==> config.mk <==
export PLATFORM = sky130hd
export DESIGN_NAME = working_regfile
export DESIGN_NICKNAME = d
export VERILOG_FILES = /design/src/rtl/working_regfile_pkg.sv /design/src/rtl/regfile_read_port.sv /design/src/rtl/working_regfile.sv
export SDC_FILE = /design/constraint.sdc
export NUM_CORES = 1
export LEC_CHECK = 0
export CAP_MARGIN = 20
export CORE_UTILIZATION = 55
export CTS_CLUSTER_DIAMETER = 200
export DETAILED_ROUTE_END_ITERATION = 16
export PLACE_DENSITY = 0.87
export SLEW_MARGIN = 25
export SYNTH_ARGS = -nofsm -noshare
export SYNTH_HDL_FRONTEND = slang
export SYNTH_SLANG_ARGS = --single-unit
==> constraint.sdc <==
create_clock -name clk -period 4.2 [get_ports clk]
set_clock_uncertainty 0.15 [all_clocks]
set_input_delay 1.05 -clock clk [delete_from_list [all_inputs] [get_ports clk]]
set_output_delay 1.05 -clock clk [all_outputs]
set_load 0.1 [all_outputs]
==> src/rtl/working_regfile_pkg.sv <==
// rtl/working_regfile_pkg.sv - shared processor constants for the working register file
package working_regfile_pkg;

    localparam int DEF_DATA_W   = 8;
    localparam int DEF_NUM_REGS = 8;

    localparam logic [DEF_DATA_W-1:0] ZERO_DATA = '0;

endpackage

==> src/rtl/regfile_read_port.sv <==
// rtl/regfile_read_port.sv - one combinational read port: mux, write forwarding, busy lookup
module regfile_read_port
    import working_regfile_pkg::*;
#(
    parameter int DATA_W   = DEF_DATA_W,
    parameter int NUM_REGS = DEF_NUM_REGS,
    parameter int ADDR_W   = $clog2(NUM_REGS),
    parameter int BYPASS   = 1,
    parameter int ZERO_R0  = 0
) (
    input  logic [DATA_W-1:0]   regs [NUM_REGS],
    input  logic [NUM_REGS-1:0] busy,
    input  logic                wr_en,
    input  logic [ADDR_W-1:0]   wr_addr,
    input  logic [DATA_W-1:0]   wr_data,
    input  logic                rsv_en,
    input  logic [ADDR_W-1:0]   rsv_addr,
    input  logic [ADDR_W-1:0]   sel,
    output logic [DATA_W-1:0]   data,
    output logic                busy_out
);

    logic sel_is_r0;
    logic fwd_hit;
    logic rsv_hit;

    // Select stored data, forward in-flight write data, and resolve pending status
    always_comb begin
        sel_is_r0 = (ZERO_R0 != 0) && (sel == '0);
        fwd_hit   = (BYPASS != 0) && wr_en && (wr_addr == sel) && !sel_is_r0;
        rsv_hit   = rsv_en && (rsv_addr == sel);
        data      = regs[sel];
        busy_out  = busy[sel];
        if (sel_is_r0) begin
            data = DATA_W'(ZERO_DATA);
        end else if (fwd_hit) begin
            data = wr_data;
        end
        // A write completing this cycle resolves the hazard unless a new producer claims it too
        if (fwd_hit && !rsv_hit) begin
            busy_out = 1'b0;
        end
    end

endmodule

==> src/rtl/working_regfile.sv <==
// rtl/working_regfile.sv - two-read one-write register file with reservation scoreboard
module working_regfile
    import working_regfile_pkg::*;
#(
    parameter int DATA_W   = DEF_DATA_W,
    parameter int NUM_REGS = DEF_NUM_REGS,
    parameter int ADDR_W   = $clog2(NUM_REGS),
    parameter int BYPASS   = 1,
    parameter int ZERO_R0  = 0
) (
    input  logic              clk,
    input  logic              reset,
    input  logic              wr_en,
    input  logic [ADDR_W-1:0] wr_addr,
    input  logic [DATA_W-1:0] wr_data,
    input  logic [ADDR_W-1:0] sel1,
    input  logic [ADDR_W-1:0] sel2,
    output logic [DATA_W-1:0] out1,
    output logic [DATA_W-1:0] out2,
    input  logic              rsv_en,
    input  logic [ADDR_W-1:0] rsv_addr,
    output logic              busy1,
    output logic              busy2,
    output logic              rsv_conflict
);

    logic [DATA_W-1:0]   regs [NUM_REGS];
    logic [NUM_REGS-1:0] busy;
    logic [NUM_REGS-1:0] busy_next;
    logic                wr_is_r0;
    logic                rsv_is_r0;

    // Next scoreboard: a write clears its target, a reserve sets it and wins a tie
    always_comb begin
        wr_is_r0  = (ZERO_R0 != 0) && (wr_addr == '0);
        rsv_is_r0 = (ZERO_R0 != 0) && (rsv_addr == '0);
        busy_next = busy;
        if (wr_en && !wr_is_r0) begin
            busy_next[wr_addr] = 1'b0;
        end
        if (rsv_en && !rsv_is_r0) begin
            busy_next[rsv_addr] = 1'b1;
        end
    end

    // Storage array, written through a clock enable; r0 is read-only when hardwired to zero
    always_ff @(posedge clk) begin
        if (reset) begin
            for (int i = 0; i < NUM_REGS; i++) begin
                regs[i] <= DATA_W'(ZERO_DATA);
            end
        end else if (wr_en && !wr_is_r0) begin
            regs[wr_addr] <= wr_data;
        end
    end

    // Scoreboard update and one-cycle flag for reserving an already-pending register
    always_ff @(posedge clk) begin
        if (reset) begin
            busy         <= '0;
            rsv_conflict <= 1'b0;
        end else begin
            busy         <= busy_next;
            rsv_conflict <= rsv_en && busy[rsv_addr];
        end
    end

    regfile_read_port #(
        .DATA_W   (DATA_W),
        .NUM_REGS (NUM_REGS),
        .ADDR_W   (ADDR_W),
        .BYPASS   (BYPASS),
        .ZERO_R0  (ZERO_R0)
    ) u_port1 (
        .regs     (regs),
        .busy     (busy),
        .wr_en    (wr_en),
        .wr_addr  (wr_addr),
        .wr_data  (wr_data),
        .rsv_en   (rsv_en),
        .rsv_addr (rsv_addr),
        .sel      (sel1),
        .data     (out1),
        .busy_out (busy1)
    );

    regfile_read_port #(
        .DATA_W   (DATA_W),
        .NUM_REGS (NUM_REGS),
        .ADDR_W   (ADDR_W),
        .BYPASS   (BYPASS),
        .ZERO_R0  (ZERO_R0)
    ) u_port2 (
        .regs     (regs),
        .busy     (busy),
        .wr_en    (wr_en),
        .wr_addr  (wr_addr),
        .wr_data  (wr_data),
        .rsv_en   (rsv_en),
        .rsv_addr (rsv_addr),
        .sel      (sel2),
        .data     (out2),
        .busy_out (busy2)
    );

endmodule

**Word-level counts from Yosys, hierarchy flattened**

Cells that the tools add are included.

- Flip-flop bits (word level): 73
- Bits of input ports: 24
- Output and inout bits: 19

- Order comparisons: 10
- Equality and inequality tests: 4
- Multiplexer cells: 25
- Bitwise gates (word level): 6
- Reductions and logical operators: 12

Operators with widths:

| kind | number |
|---|---|
| $mux 8 | 9 |
| $bwmux 64 | 1 |
| $bmux 8 s3 | 2 |
| $demux 8 s3 | 1 |
| $lt 3x4->1 const B | 4 |
| $eq 3x3->1 | 4 |
| $ge 4x4->1 const B | 3 |
| $not 3->4 | 3 |
| $logic_and 1x1->1 | 10 |
| $bmux 1 s3 | 3 |
| $and 8x8->8 | 1 |
| $not 8->8 | 1 |
| $or 8x8->8 | 1 |
| $mux 1 | 7 |
| $demux 1 s3 | 2 |
| $ge 3x1->1 const B | 2 |
| $lt 4x1->1 const B | 1 |
| $logic_not 1->1 | 2 |

**Logic depth before layout (Yosys ltp)**

Gate-level depths: netlist of run 1.

- Depth after elaboration: 9
- Mapped depth: 6

**Modules after synthesis**

A second synthesis of run 1 with hierarchy kept.

- Cell total of the unflattened synthesis: 438
- Area, all modules: 4,458.0 um^2

By module, submodules not included:

| module | times used | cells an instance | area an instance (um^2) | sequential area each (um^2) |
|---|---|---|---|---|
| working_regfile | 1 | 340 | 2,824.0 | 1,461.4 |
| regfile_read_port | 2 | 49 | 817.0 | 0.0 |

**Worst setup path before layout of run 1**

Ideal clock, no wire load.

- Path kind: input port to output port
- From: in wr_addr[2]
- To: out out1[0]
- Arrival: 2.485 ns
- Required time: 3.000 ns
- Setup slack: 0.515 ns
- Cell stages on the path: 5
- Buffers on the path: 2
- Cells stage by stage: buf_2 > buf_2 > xnor2_1 > nand4_2 > mux2_2

- Cells in the longest elaborated chain, start to end: 3

RTL lines:

| element | RTL line | text |
|---|---|---|
| from (decl) | working_regfile.sv:14 | `input logic [ADDR_W-1:0] wr_addr,` |
| $eq 3x3->1 | regfile_read_port.sv:30 | `fwd_hit = (BYPASS != 0) && wr_en && (wr_addr == sel) && !sel_is_r0;` |
| $logic_and 1x1->1 | regfile_read_port.sv:30 |  |
| $mux 8 | regfile_read_port.sv:36 | `end else if (fwd_hit) begin` |
| to (decl) | working_regfile.sv:18 | `output logic [DATA_W-1:0] out1,` |

Every way passes these cells.

**Worst setup path after layout of run 1**

- From: in sel2[1]
- To: out out2[0]

- Cells in the longest elaborated chain, start to end: 5

RTL lines:

| element | RTL line | text |
|---|---|---|
| from (decl) | working_regfile.sv:17 | `input logic [ADDR_W-1:0] sel2,` |
| $not 3->4 (implied by the code) | regfile_read_port.sv:32 | `data = regs[sel];` |
| $bmux 8 s3 | regfile_read_port.sv:32 |  |
| $mux 8 (implied by the code) (2 in a row) | regfile_read_port.sv:32 |  |
| $mux 8 (*) | regfile_read_port.sv:36 |  |
| to (decl) | working_regfile.sv:19 | `output logic [DATA_W-1:0] out2,` |

Every way passes the cells marked *; elsewhere a longest branch is shown, timed or not. The select of a mux whose other input is x is not followed.

==> results of run 1 <==
-- cell type report --
class / instances / area (um^2) / area share
clock buffers: 10 / 128 / 0.0238
clock inverters: 6 / 67.6 / 0.0126
multi-input cells: 323 / 2680 / 0.500
flip-flops and latches: 73 / 1460 / 0.273
well taps: 102 / 128 / 0.0238
repair buffers: 71 / 896 / 0.167
-- flip-flops by register name, summed over array words and instances (netlist names) --
register	flops
regs	64
busy	8
rsv_conflict	1
-- through the flow --
stage	power [mW]	hold slack (ns)	worst slack, ns
2_1_floorplan	0.952	0.290	0.515
4_1_cts	1.62	0.319	0.0305
5_1_grt	1.67	0.338	0.00190
3_5_place_dp	1.07	0.309	-0.115
6_report	1.62	0.324	0.00572
3_3_place_gp	1.06	0.296	-0.0787
-- cell usage in the layout (no fill, tap or decap), types with 3 or more instances in the layout --
cell / count
nand2_1: 129
mux4_2: 5
nor2_1: 8
clkdlybuf4s50_1: 20
nor2b_1: 3
mux2i_1: 4
xnor2_1: 12
nand4b_1: 3
mux2_2: 18
buf_4: 23
mux4_1: 32
mux2_4: 14
and4_1: 3
a22oi_1: 3
nor4bb_1: 3
dfxtp_1: 73
nand4bb_1: 3
a32oi_1: 4
buf_12: 20
a21oi_1: 65
clkbuf_8: 9
and4b_1: 3
-- logic make-up (layout without fill, tap and decap cells) --
| kind of cell | Yosys count | count (layout) | synth area share |
|---|---|---|---|
| AOI/OAI and AO/OA | 74 | 74 | 0.0928 |
| xor gates and xnor gates | 12 | 12 | 0.0241 |
| muxes | 73 | 73 | 0.322 |
| DFF | 73 | 73 | 0.335 |
| and+or+nand+nor | 164 | 164 | 0.174 |
| buffers and inverters | 45 | 87 | 0.0519 |
-- how the worst max path moves through the flow --
stage | start | end | cells past startpoint
2_1_floorplan | wr_addr[2] | out1[0] | 5
3_3_place_gp | sel1[0] | out1[4] | 6
3_5_place_dp | sel2[0] | out2[7] | 6
4_1_cts | sel1[1] | out1[0] | 6
5_1_grt | sel2[1] | out2[0] | 5
6_report | sel2[1] | out2[0] | 5
-- metal layers --
| metal | up-vias | wire length [um] | global-route usage |
|---|---|---|---|
| met2 | 272 | 5910 | 0.502 |
| li1 | 1679 | - | - |
| met3 | 53 | 1260 | 0.0586 |
| met1 | 1771 | 4650 | 0.387 |
| met4 | 0 | 621 | 0.197 |
| met5 | - | 0 | 0 |
-- power breakdown --
part	switching [mW]	internal (mW)	leakage [nW]	total, mW
clock network	0.281	0.276	0.0929	0.557
registers	0.0124	0.707	0.591	0.720
logic	0.197	0.151	1.44	0.347
total	0.490	1.13	2.12	1.62
-- worst max-delay path, stage by stage --
cell and delay [ns]:
clkdlybuf4s50_1 0.63, mux4_2 0.55, mux2_2 0.30, mux2_2 0.29, buf_12 0.17
-- timing repair --
item	in CTS	in global routing
gates resized for setup	4	4
setup endpoints to repair	16	9
buffers inserted	3	0
cloned	2	0
==> flow_summary_export.csv, run 1 <==
group,metric,value,unit
synth,yosysSeqAreaShare,0.335,
worst_setup_path,required,3.00,ns
worst_setup_path,worstPathArrival,2.99,ns
floorplan,die_h,91.1,um
final_layout,drive_above_1_share,0.222,
worst_setup_path,reg2reg_to,"rsv_conflict",
synth,synthFlopType,"dfxtp_1",
clock_tree,tritoncts,"built",
floorplan,core-area,7690,um^2
final_layout,insertedDiodeCount,0,
final_layout,finalNonFillerCells,585,
floorplan,rows,32,
global_route,grt_overflow,0,
clock_tree,cts_sinks,73,
floorplan,num_io_pins,43,
run,maxCapViolCount,0,
synth,netlist_area,4370,um^2
outcome,status,"completed",
timing,setup-tns-final,0,ns
synth,synth_top_area_cell,"dfxtp_1",
min_path,whs_endpoint,"regs[5]",
synth,synthDistinctLibCells,29,
placed_design,post_dp_cell_area,5070,um^2
route,num_vias,3775,
final_layout,nNetsFinal,502,
placed_design,place_hpwl,8230,um
global_route,grt_usage,0.312,
power,peakVddDrop,207,uV
timing,finalCriticalPeriod,4.19,ns
synth,synth_commonest_cells,"129 x nand2_1, 73 x dfxtp_1, 65 x a21oi_1",
synth,synthCells,441,
timing,tightest_slew,0.957,ns
floorplan,dieArea,8300,um^2
final_layout,area_growth,22.7,%
worst_setup_path,worst-path-max-fanout,3,
route,drt-total-wl,12400,um
worst_setup_path,r2r-start,"busy[1]",
clock_tree,cts_root_buffer,"clkbuf_8",
synth,ys_warn_count,0,
synth,synth_top_area_frac,0.335,
min_path,min_path_cells,2,
route,antenna_left,0,
route,drt_pass1_iterations,5,
power,p_leak,2.12,nW
route,route.detailed.drc,0,
clock_tree,cts.clk_slew.worst_paths,0.07,ns
worst_setup_path,path_class,"input pin to output port",
route,wl_per_cell,21.3,um
global_route,grt_pass1_wl,19300,um
floorplan,die_w,91.1,um
route,drt_iter0_drc,375,
worst_setup_path,r2r_slack,2.82,ns
timing,layout_worst_path_cycle_share,0.999,
clock_tree,clock_latency,0.35,ns
timing,slew_headroom,0.360,
synth,synth_edf_count,0,
final_layout,design_area,5360,um^2
clock_tree,htree_levels,3,
min_path,hold_start,"regs[5]",
synth,async_flop_share,0,
global_route,grt_antenna_before_repair,0,
synth,avgSynthCellArea,9.90,um^2
worst_setup_path,worstSetupEndpointType,"output port",
worst_setup_path,startpoint_type,"input pin",
floorplan,initial_core_util,0.568,
clock_tree,cts_hold_buffers,0,
route,viasPerCell,6.45,
timing,setup_violations,0,
power,p_per_area,303,nW/um^2
min_path,min_path_type,"flip-flop to flip-flop",
timing,hold_violations,0,
final_layout,fillers,551,
global_route,grt_max_degree,53,
synth,yosysMostFrequentCell,"nand2_1",
timing,rsz0062_at_grt,"no",
synth,ys_seq_elements,73,
placed_design,place.gp.congestion,0.902,
final_layout,utilization,0.697,
clock_tree,numCtsBuffers,9,
global_route,grt_pass1_vias,3683,
timing,max_freq,0.238,GHz
placed_design,port_buffers,42,
synth,syn_nets,465,
synth,synthTopCellsByArea,"dfxtp_1 33%, mux4_1 19%, nand2_1 11%, a21oi_1 7.4%, mux2_4 4.8%",
timing,drv_slew,0,
clock_tree,clk_path_buf_depth,2,
placed_design,place_inst,564,
worst_setup_path,ff2ff_path_depth,3,
Note: power is estimated with default switching activity, not from simulation.
==> run 2, diff against run 1 <==
--- a/config.mk
+++ b/config.mk
@@ -10,7 +10,9 @@
 export CTS_CLUSTER_DIAMETER = 200
 export DETAILED_ROUTE_END_ITERATION = 16
 export PLACE_DENSITY = 0.87
+export SKIP_CTS_REPAIR_TIMING = 1
 export SLEW_MARGIN = 25
 export SYNTH_ARGS = -nofsm -noshare
 export SYNTH_HDL_FRONTEND = slang
 export SYNTH_SLANG_ARGS = --single-unit
+export TNS_END_PERCENT = 5
==> run 2 against run 1 <==
Net effect:
- register-to-register slack hardly changed
- non-clock buffer count stayed put
- global-route usage is 0.87 points lower
- critical path depth is 1 higher
- clock power hardly changed
- fmax is 0.77% higher
- utilization is 0.098 points lower
- sequential power hardly changed
- cell area is 0.14% lower
- critical path type unchanged
- largest cell class unchanged
==> flow_summary_export.csv, run 2 (synthesized netlist as in run 1, its figures left out) <==
group,metric,value,unit
floorplan,initial_core_util,0.568,
worst_setup_path,worstSetupStartpoint,"sel2[1]",
floorplan,rows,32,
timing,slew_headroom,0.360,
worst_setup_path,required,3.00,ns
route,num_vias,3834,
power,peakVddDrop,207,uV
worst_setup_path,worstPathArrival,2.96,ns
worst_setup_path,worst-path-max-fanout,16,
global_route,grt_pass1_wl,18800,um
floorplan,die_h,91.1,um
timing,finalCriticalPeriod,4.16,ns
timing,max_freq,0.240,GHz
final_layout,mostFrequentLayoutCells,"129 x nand2_1, 73 x dfxtp_1, 65 x a21oi_1",
placed_design,place_hpwl,8230,um
floorplan,dieArea,8300,um^2
route,drt_pass1_iterations,5,
floorplan,num_io_pins,43,
worst_setup_path,worstSetupEndpointType,"output port",
route,route.detailed.drc,0,
global_route,grt_max_degree,53,
placed_design,post_dp_cell_area,5070,um^2
final_layout,design_area,5350,um^2
placed_design,place.gp.congestion,0.902,
timing,layout_worst_path_cycle_share,0.991,
clock_tree,clk_path_buf_depth,2,
run,maxCapViolCount,0,
global_route,grt_overflow,0,
final_layout,finalNonFillerCells,585,
floorplan,die_w,91.1,um
global_route,grt_antenna_before_repair,0,
clock_tree,clock_latency,0.35,ns
worst_setup_path,ff2ff_path_depth,3,
min_path,min_path_type,"flip-flop to flip-flop",
placed_design,port_buffers,42,
final_layout,drive_above_1_share,0.219,
placed_design,place_inst,564,
global_route,grt_pass1_vias,3616,
timing,tightest_slew,0.957,ns
route,wl_per_cell,21.6,um
route,drt_iter0_drc,369,
timing,hold_violations,0,
floorplan,core-area,7690,um^2
worst_setup_path,startpoint_type,"input pin",
final_layout,top_regs,"regs: 64 flops, busy: 8 flops, rsv_conflict: 1 flops",
clock_tree,tritoncts,"built",
final_layout,largest_register_ffs,64,
final_layout,layout_commonest_cell,"nand2_1",
timing,rsz0062_at_grt,"no",
worst_setup_path,crit_end,"out2[7]",
timing,drv_slew,0,
final_layout,insertedDiodeCount,0,
worst_setup_path,r2r-start,"busy[1]",
worst_setup_path,reg2reg_to,"rsv_conflict",
final_layout,nNetsFinal,502,
clock_tree,numCtsBuffers,9,
final_layout,area_growth,22.6,%
route,viasPerCell,6.55,
timing,setup_violations,0,
power,p_per_area,303,nW/um^2
worst_setup_path,path_class,"input pin to output port",
clock_tree,htree_levels,3,
global_route,grt_usage,0.303,
clock_tree,cts.clk_slew.worst_paths,0.08,ns
worst_setup_path,r2r_slack,2.81,ns
final_layout,top_register,"regs",
route,drt-total-wl,12700,um
route,antenna_left,0,
power,p_leak,2.12,nW
clock_tree,cts_sinks,73,
clock_tree,cts_root_buffer,"clkbuf_8",
outcome,status,"completed",
-- run 2: per-layer routing --
layer | global-route usage | part of all wire
met1 | 0.370 | 0.38
met2 | 0.494 | 0.47
met3 | 0.0611 | 0.097
met4 | 0.189 | 0.055
met5 | 0 | 0
-- run 2: power breakdown --
part	leakage [nW]	switching, mW	internal, mW
clock	0.0929	0.280	0.276
combinational	1.44	0.198	0.148
sequential	0.591	0.0128	0.707
total	2.12	0.491	1.13
-- run 2: cell type report --
type | count | area, um^2
multi-input cells | 323 | 2680
clock inverters | 6 | 67.6
fillers | 563 | 2340
repair buffers | 71 | 888
well taps | 102 | 128
flip-flops and latches | 73 | 1460
clock buffers | 10 | 128
-- run 2: metrics by stage --
stage	util	setup TNS, ns	setup slack [ns]	hold WS [ns]	total power [mW]
after global routing	0.696	0	0.0173	0.338	1.67
after detailed placement	0.659	-0.996	-0.115	0.309	1.07
after global placement	0.659	-0.706	-0.0787	0.296	1.06
after floorplan	-	0	0.515	0.290	0.952
after CTS	0.685	-1.26	-0.125	0.319	1.61
final	0.696	0	0.0377	0.322	1.62
-- run 2: critical path, stage by stage --
cell and delay (ns):
clkdlybuf4s50_1 0.59, buf_6 0.23, mux4_1 0.34, mux2_2 0.29
mux2_4 0.28, buf_12 0.17
-- run 2: worst min-delay path by stage --
stage,start,end,slack (ns),cells after the start
floorplan,regs[17],regs[17],0.29,2
global placement,regs[50],regs[50],0.30,2
detailed placement,regs[55],regs[55],0.31,2
CTS,regs[55],regs[55],0.32,2
global route,regs[37],regs[37],0.34,2
finish,regs[33],regs[33],0.32,2
